===== config.mk =====
export PLATFORM = sky130hd
export DESIGN_NAME = rs232_rx_ctrl
export DESIGN_NICKNAME = d
export VERILOG_FILES = /design/src/rtl/rs232_rx_ctrl.sv
export SDC_FILE = /design/constraint.sdc
export NUM_CORES = 1
export LEC_CHECK = 0
export CAP_MARGIN = 20
export CORE_MARGIN = 5
export CORE_UTILIZATION = 55
export DETAILED_ROUTE_END_ITERATION = 12
export PLACE_DENSITY = 0.76
export SLEW_MARGIN = 10
export SYNTH_ARGS = -nofsm -noshare
export SYNTH_HDL_FRONTEND = slang
export SYNTH_SLANG_ARGS = --single-unit

===== constraint.sdc =====
create_clock -name clk -period 2.99 [get_ports clk]
set_input_delay 0.598 -clock clk [delete_from_list [all_inputs] [get_ports clk]]
set_output_delay 0.598 -clock clk [all_outputs]
set_load 0.05 [all_outputs]

===== src/rtl/rs232_rx_ctrl.sv =====
// rs232_rx_ctrl: 8N1 serial receiver with mid-bit oversampling, val/rdy byte output, frame-error and overrun pulses.
module rs232_rx_ctrl #(
  parameter int BAUD = 9600,
  parameter int CLKMUL = 1,
  parameter int CLKDIV = 1,
  parameter int CLKIN_PERIOD = 10,
  parameter int CLOCKS_PER_BIT = int'(64'd1_000_000_000 * CLKMUL / (BAUD * CLKDIV * CLKIN_PERIOD))
) (
  input  logic       clk,
  input  logic       rst,
  input  logic       RxD,
  output logic       val,
  input  logic       rdy,
  output logic [7:0] bits,
  output logic       frame_err,
  output logic       overrun
);
  localparam int W = $clog2(CLOCKS_PER_BIT);
  localparam logic [W-1:0] C_M1 = W'(CLOCKS_PER_BIT - 1);
  localparam logic [W-1:0] H_M1 = W'(CLOCKS_PER_BIT / 2 - 1);
  typedef enum logic [2:0] {IDLE, START, DATA, STOP, BRK} state_t;
  state_t state_q, state_d;
  logic [1:0] sync_q, sync_d;
  logic [W-1:0] cnt_q, cnt_d;
  logic [2:0] idx_q, idx_d;
  logic [7:0] sh_q, sh_d, bits_q, bits_d;
  logic val_q, val_d, frame_err_q, frame_err_d, overrun_q, overrun_d;
  logic rxs, deliver;
  assign rxs = sync_q[1];
  always_comb begin
    sync_d = {sync_q[0], RxD};
    state_d = state_q;
    cnt_d = cnt_q + W'(1);
    idx_d = idx_q;
    sh_d = sh_q;
    deliver = 1'b0;
    frame_err_d = 1'b0;
    overrun_d = 1'b0;
    case (state_q)
      IDLE: begin
        cnt_d = '0;
        state_d = rxs ? IDLE : START;
      end
      START: if (cnt_q == H_M1) begin
        cnt_d = '0;
        idx_d = '0;
        state_d = rxs ? IDLE : DATA;
      end
      DATA: if (cnt_q == C_M1) begin
        cnt_d = '0;
        sh_d = {rxs, sh_q[7:1]};
        idx_d = idx_q + 3'd1;
        state_d = (idx_q == 3'd7) ? STOP : DATA;
      end
      STOP: if (cnt_q == C_M1) begin
        cnt_d = '0;
        deliver = rxs;
        frame_err_d = !rxs;
        state_d = rxs ? IDLE : BRK;
      end
      BRK: begin
        cnt_d = '0;
        state_d = rxs ? IDLE : BRK;
      end
      default: state_d = IDLE;
    endcase
    // a delivery in the same cycle as a handshake reloads instead of clearing
    val_d = val_q && !rdy;
    bits_d = bits_q;
    if (deliver && (!val_q || rdy)) begin
      val_d = 1'b1;
      bits_d = sh_q;
    end
    overrun_d = deliver && val_q && !rdy;
  end
  always_ff @(posedge clk or posedge rst)
    if (rst) begin
      sync_q <= 2'b11;
      state_q <= IDLE;
      cnt_q <= '0;
      idx_q <= '0;
      sh_q <= '0;
      bits_q <= '0;
      val_q <= 1'b0;
      frame_err_q <= 1'b0;
      overrun_q <= 1'b0;
    end else begin
      sync_q <= sync_d;
      state_q <= state_d;
      cnt_q <= cnt_d;
      idx_q <= idx_d;
      sh_q <= sh_d;
      bits_q <= bits_d;
      val_q <= val_d;
      frame_err_q <= frame_err_d;
      overrun_q <= overrun_d;
    end
  assign val = val_q;
  assign bits = bits_q;
  assign frame_err = frame_err_q;
  assign overrun = overrun_q;
endmodule

## Word level (Yosys, flattened, before mapping)

Index checks and enable logic that the tools add are counted.

| cells by class | value |
|---|---|
| add/subtract/negate cells | 2 |
| equality and inequality tests | 10 |
| muxes and demuxes | 19 |
| reductions and logical operators | 15 |

Operators by type and width:

| cell | count |
|---|---|
| $pmux W14 S3 | 1 |
| $mux W14 | 2 |
| $mux W3 | 6 |
| $pmux W3 S5 | 1 |
| $add A14 B1 Y14 const B | 1 |
| $eq A14 B13 Y1 const B | 1 |
| $eq A14 B14 Y1 const B | 1 |
| $mux W1 | 7 |
| $eq A3 B2 Y1 const B | 2 |
| $eq A3 B3 Y1 const B | 2 |
| $ne A2 B2 Y1 const B | 3 |
| $pmux W3 S2 | 1 |
| $reduce_and A3 Y1 | 2 |
| $logic_and A1 B1 Y1 | 4 |
| $reduce_or A2 Y1 | 2 |
| $add A3 B1 Y3 const B | 1 |
| $eq A3 B1 Y1 const B | 1 |
| $logic_not A1 Y1 | 3 |
| $logic_not A3 Y1 | 1 |
| $mux W2 | 1 |
| $reduce_and A2 Y1 | 1 |
| $reduce_bool A2 Y1 | 1 |
| $logic_or A1 B1 Y1 | 1 |

| word-level totals | value |
|---|---|
| register bits after elaboration | 41 |
| output and inout bits | 11 |
| logic and storage cells | 55 |

## Depth between registers and ports, before layout

| depth | value |
|---|---|
| depth in word-level cells | 5 |
| gate-level depth with buffers | 6 |

## Least setup slack after synthesis

Ideal clock, no wire load.

| path | value |
|---|---|
| kind | reg2reg |
| start point | register cnt_q[0] |
| end point | register bits_q[0] (netlist: bits[0]) |
| setup time | 0.125 ns |
| data arrival time | 1.812 ns |
| path slack | 1.054 ns |
| stages on the path, launching flop included | 6 |
| period minus slack after synthesis | 1.936 ns |
| cells stage by stage | dfrtp_1 > ha_1 > nand3_1 > nand4b_4 > nor4b_4 > mux2_2 |

| between the ends | value |
|---|---|
| longest elaborated chain between the ends | 4 |

Ends and longest elaborated chain:

| what | line | RTL |
|---|---|---|
| from (decl) | 24 | `logic [W-1:0] cnt_q, cnt_d;` |
| from (signal assigned) | 90 | `cnt_q <= cnt_d;` |
| $eq A14 B14 Y1 | 55 | `STOP: if (cnt_q == C_M1) begin` |
| $mux W1 | 55 |  |
| $mux W1 | 39 | `case (state_q)` |
| $logic_and A1 B1 Y1 | 70 | `if (deliver && (!val_q \|\| rdy)) begin` |
| to (signal assigned) | 93 | `bits_q <= bits_d;` |
| to (decl) | 26 | `logic [7:0] sh_q, sh_d, bits_q, bits_d;` |

No other way between the ends.
A chain may end at the register's enable or synchronous reset.

## Worst setup path in the final report

| path | value |
|---|---|
| start point | register cnt_q[0] |
| end point | register bits_q[1] (netlist: bits[1]) |

Same word-level chain as after synthesis.

==> run_results.csv <==
group,metric,value,unit
grt,grt_start_max_net_pins,42,
die,dieHeight,68.6,µm
route,drc_errors,0,
grt,grt_overflow,0,
cts,clock-root-buffer,"clkbuf_4",
logic_synthesis,syn_area,1890,µm²
timing,tns,0,ns
final_layout,fin_util,65.1,%
die,ios,15,
min_path,hold_depth,0,
logic_synthesis,ys_ff_latch,41,
place,pre_cts_ws,0.735,ns
logic_synthesis,synth_area_leaders,"dfrtp_1 52%, mux2_2 11%, nor2_1 5.0%",
timing,rsz0062_at_grt,"false",
power_and_ir_drop,cellPowerDensity,439,nW/µm²
route,ant_nets,0,
logic_synthesis,yosysMostFrequentCell,"dfrtp_1",
flow_run,max_cap_violations,0,
grt,gr-usage-all-layers,17.6,%
min_path,hp-class,"reg2reg",
timing,hold_viol,0,
logic_synthesis,synth_edf_count,0,
timing,max-slew-margin-rel,63.4,%
final_layout,multi_input_area,811,µm²
logic_synthesis,synth-warning-count,0,
cts,cts_setup_buffers,0,
cts,cts_buffer_depth,2,
logic_synthesis,yosysTopAreaCellShare,51.8,%
route,routed-via-count,1304,
power_and_ir_drop,vdd_drop_max,0.314,mV
die,dieArea,4700,µm²
place,gp_congestion,0.871,
grt,grt_first_pass_wirelength,6090,µm
run_status,outcome,"completed",
power_and_ir_drop,power,0.953,mW
final_layout,layout.nets,189,
logic_synthesis,synthArstFlopShare,100,%
worst_setup_path,worstPathRequired,3.24,ns
route,wl_met2,1570,µm
place,detailed_place_hpwl,2420,µm
timing,min_period,2.17,ns
cts,cts_resized,0,
final_layout,n_antenna_cell,0,
logic_synthesis,ys_seq_area_share,54.5,%
timing,hold_ws,0.367,ns
timing,fmax,0.460,GHz
route,drt_first_pass_iters,4,
timing,fin_worst_skew,0.0112,ns
cts,clock_latency,0.36,ns
logic_synthesis,yosys.area.top_type,"dfrtp_1",
route,wl_per_cell,14.7,µm
timing,setup_violations,0,
route,drt-met1-wl,1520,µm
timing,tightest_slew,0.546,ns
worst_setup_path,startpoint_type,"register",
cts,holdBufCountCts,0,
logic_synthesis,syn-instance-count,162,
logic_synthesis,synth_fp_nets,169,
final_layout,layout-drive-gt1-share,19.7,%
grt,grt_pass1_vias,1365,
die,dieWidth,68.6,µm
timing,setup_slack,0.818,ns
route,top_layer,"met4",
cts,numCtsBuffers,5,
logic_synthesis,synth_cell_types,34,
cts,htree_levels,2,
logic_synthesis,synthFlopType,"dfrtp_1",
cts,clk_pin_slew,0.11,ns
final_layout,seq_area,1030,µm²
logic_synthesis,synthTopCellsByCount,"39 x dfrtp_1, 25 x nor2_1, 19 x mux2_2, 10 x xnor2_1, 8 x inv_1",
route,vias_per_cell,5.69,
die,initial_core_util,56.5,%
grt,antenna_found_initial,0,
route,wl_met3,210,µm
cts,cts_tree,"built",
worst_setup_path,crit_fanout,9,
die,rows,21,
route,dr.first_iter.drc_count,66,
timing,drv_slew,0,
route,wl,3370,µm
final_layout,fillers,273,
timing,fin_crit_sh,72.6,%
die,core,3340,µm²
final_layout,syn_to_final_growth,15.1,%
place,numPortBuffers,14,
worst_setup_path,critPathKind,"reg2reg",
worst_setup_path,cp-end-kind,"register",
cts,cts_sinks,41,
power_and_ir_drop,p_leak,0.977,nW
worst_setup_path,arrival,2.42,ns
worst_setup_path,rr_worst_depth,5,
logic_synthesis,synth_area_per_cell,11.6,µm²
critical path, cell delays in order, from the launching register on:
cell      delay (ns)
dfrtp_1         0.39
ha_1            0.26
nand3_1         0.14
nand4b_4        0.28
nor4b_4         0.59
mux2_2          0.40
path summary, 6_finish.rpt:
path,start,endpoint,slack (ns)
worst min-delay path,sync_q[0],sync_q[1],0.37
min in group asynchronous,rst,cnt_q[12],0.65
worst min register to register,sync_q[0],sync_q[1],0.37
max in group asynchronous,rst,sync_q[1],1.97
worst max-delay path,cnt_q[0],bits[1],0.82
worst max register to register,cnt_q[0],bits[1],0.82
state kept, by name (all words and copies together) (netlist names):
| signal | flops |
|---|---|
| frame_err | 1 |
| cnt_q | 14 |
| state_q | 3 |
| overrun | 1 |
| sh_q | 8 |
| sync_q | 2 |
| val | 1 |
| idx_q | 3 |
| bits | 8 |
routing by layer:
metal	track usage, %	vias to the layer above
met2	26.5	38
met5	0	-
met1	22.4	642
met4	8.44	0
li1	-	616
met3	6.32	8
cells in the final DEF (no fill, tap or decap), drive strengths merged:
master          n
o32ai           1
a41oi           1
clkdlybuf4s50  14
xor2            2
xnor2          10
a31o            1
buf             2
nor4bb          1
nor3            5
nand3           4
and4bb          2
nor4            5
dfstp           2
inv             8
nand4b          2
ha              3
nand2b          3
or3             3
nor4b           1
clkinvlp        1
nand2           6
mux2           19
nor3b           1
a21oi           3
clkbuf          6
dfrtp          39
and4b           2
o21ai           2
nand4           5
a211oi          1
bufinv          1
a2111oi         1
nor2           26
area by class of cell:
class	instances	area share, %
multi-input cells	110	37.3
inverters	8	1.38
clock buffers	6	2.36
flip-flops and latches	41	47.4
repair buffers	16	7.15
clock inverters	2	1.73
well taps	46	2.65
kinds of logic after synthesis:
logic type,count (synthesis),share of synthesized area [%]
buffers and inverters,11,2.45
AO/OA/AOI/OAI,10,3.58
XOR/XNOR,12,5.57
multiplexers,19,11.3
flip-flops,41,54.5
AND/OR/NAND/NOR,66,20.5
adder cells (fa/ha/maj),3,1.99
per-stage QoR:
stage                     instance area [µm²]  instances
after CTS                                2170        229
after detailed placement                 2080        221
final                                    2170        229
after floorplan                          1890        162
after global placement                   2080        221
after global routing                     2170        229
report_power, final:
part | total (mW) | internal (mW) | leakage [nW] | switching [mW]
clock network | 0.379 | 0.199 | 0.0445 | 0.180
logic | 0.0162 | 0.00484 | 0.381 | 0.0113
registers | 0.558 | 0.557 | 0.551 | 0.00146
total | 0.953 | 0.760 | 0.977 | 0.193
Power figures use the tool's default switching activity.
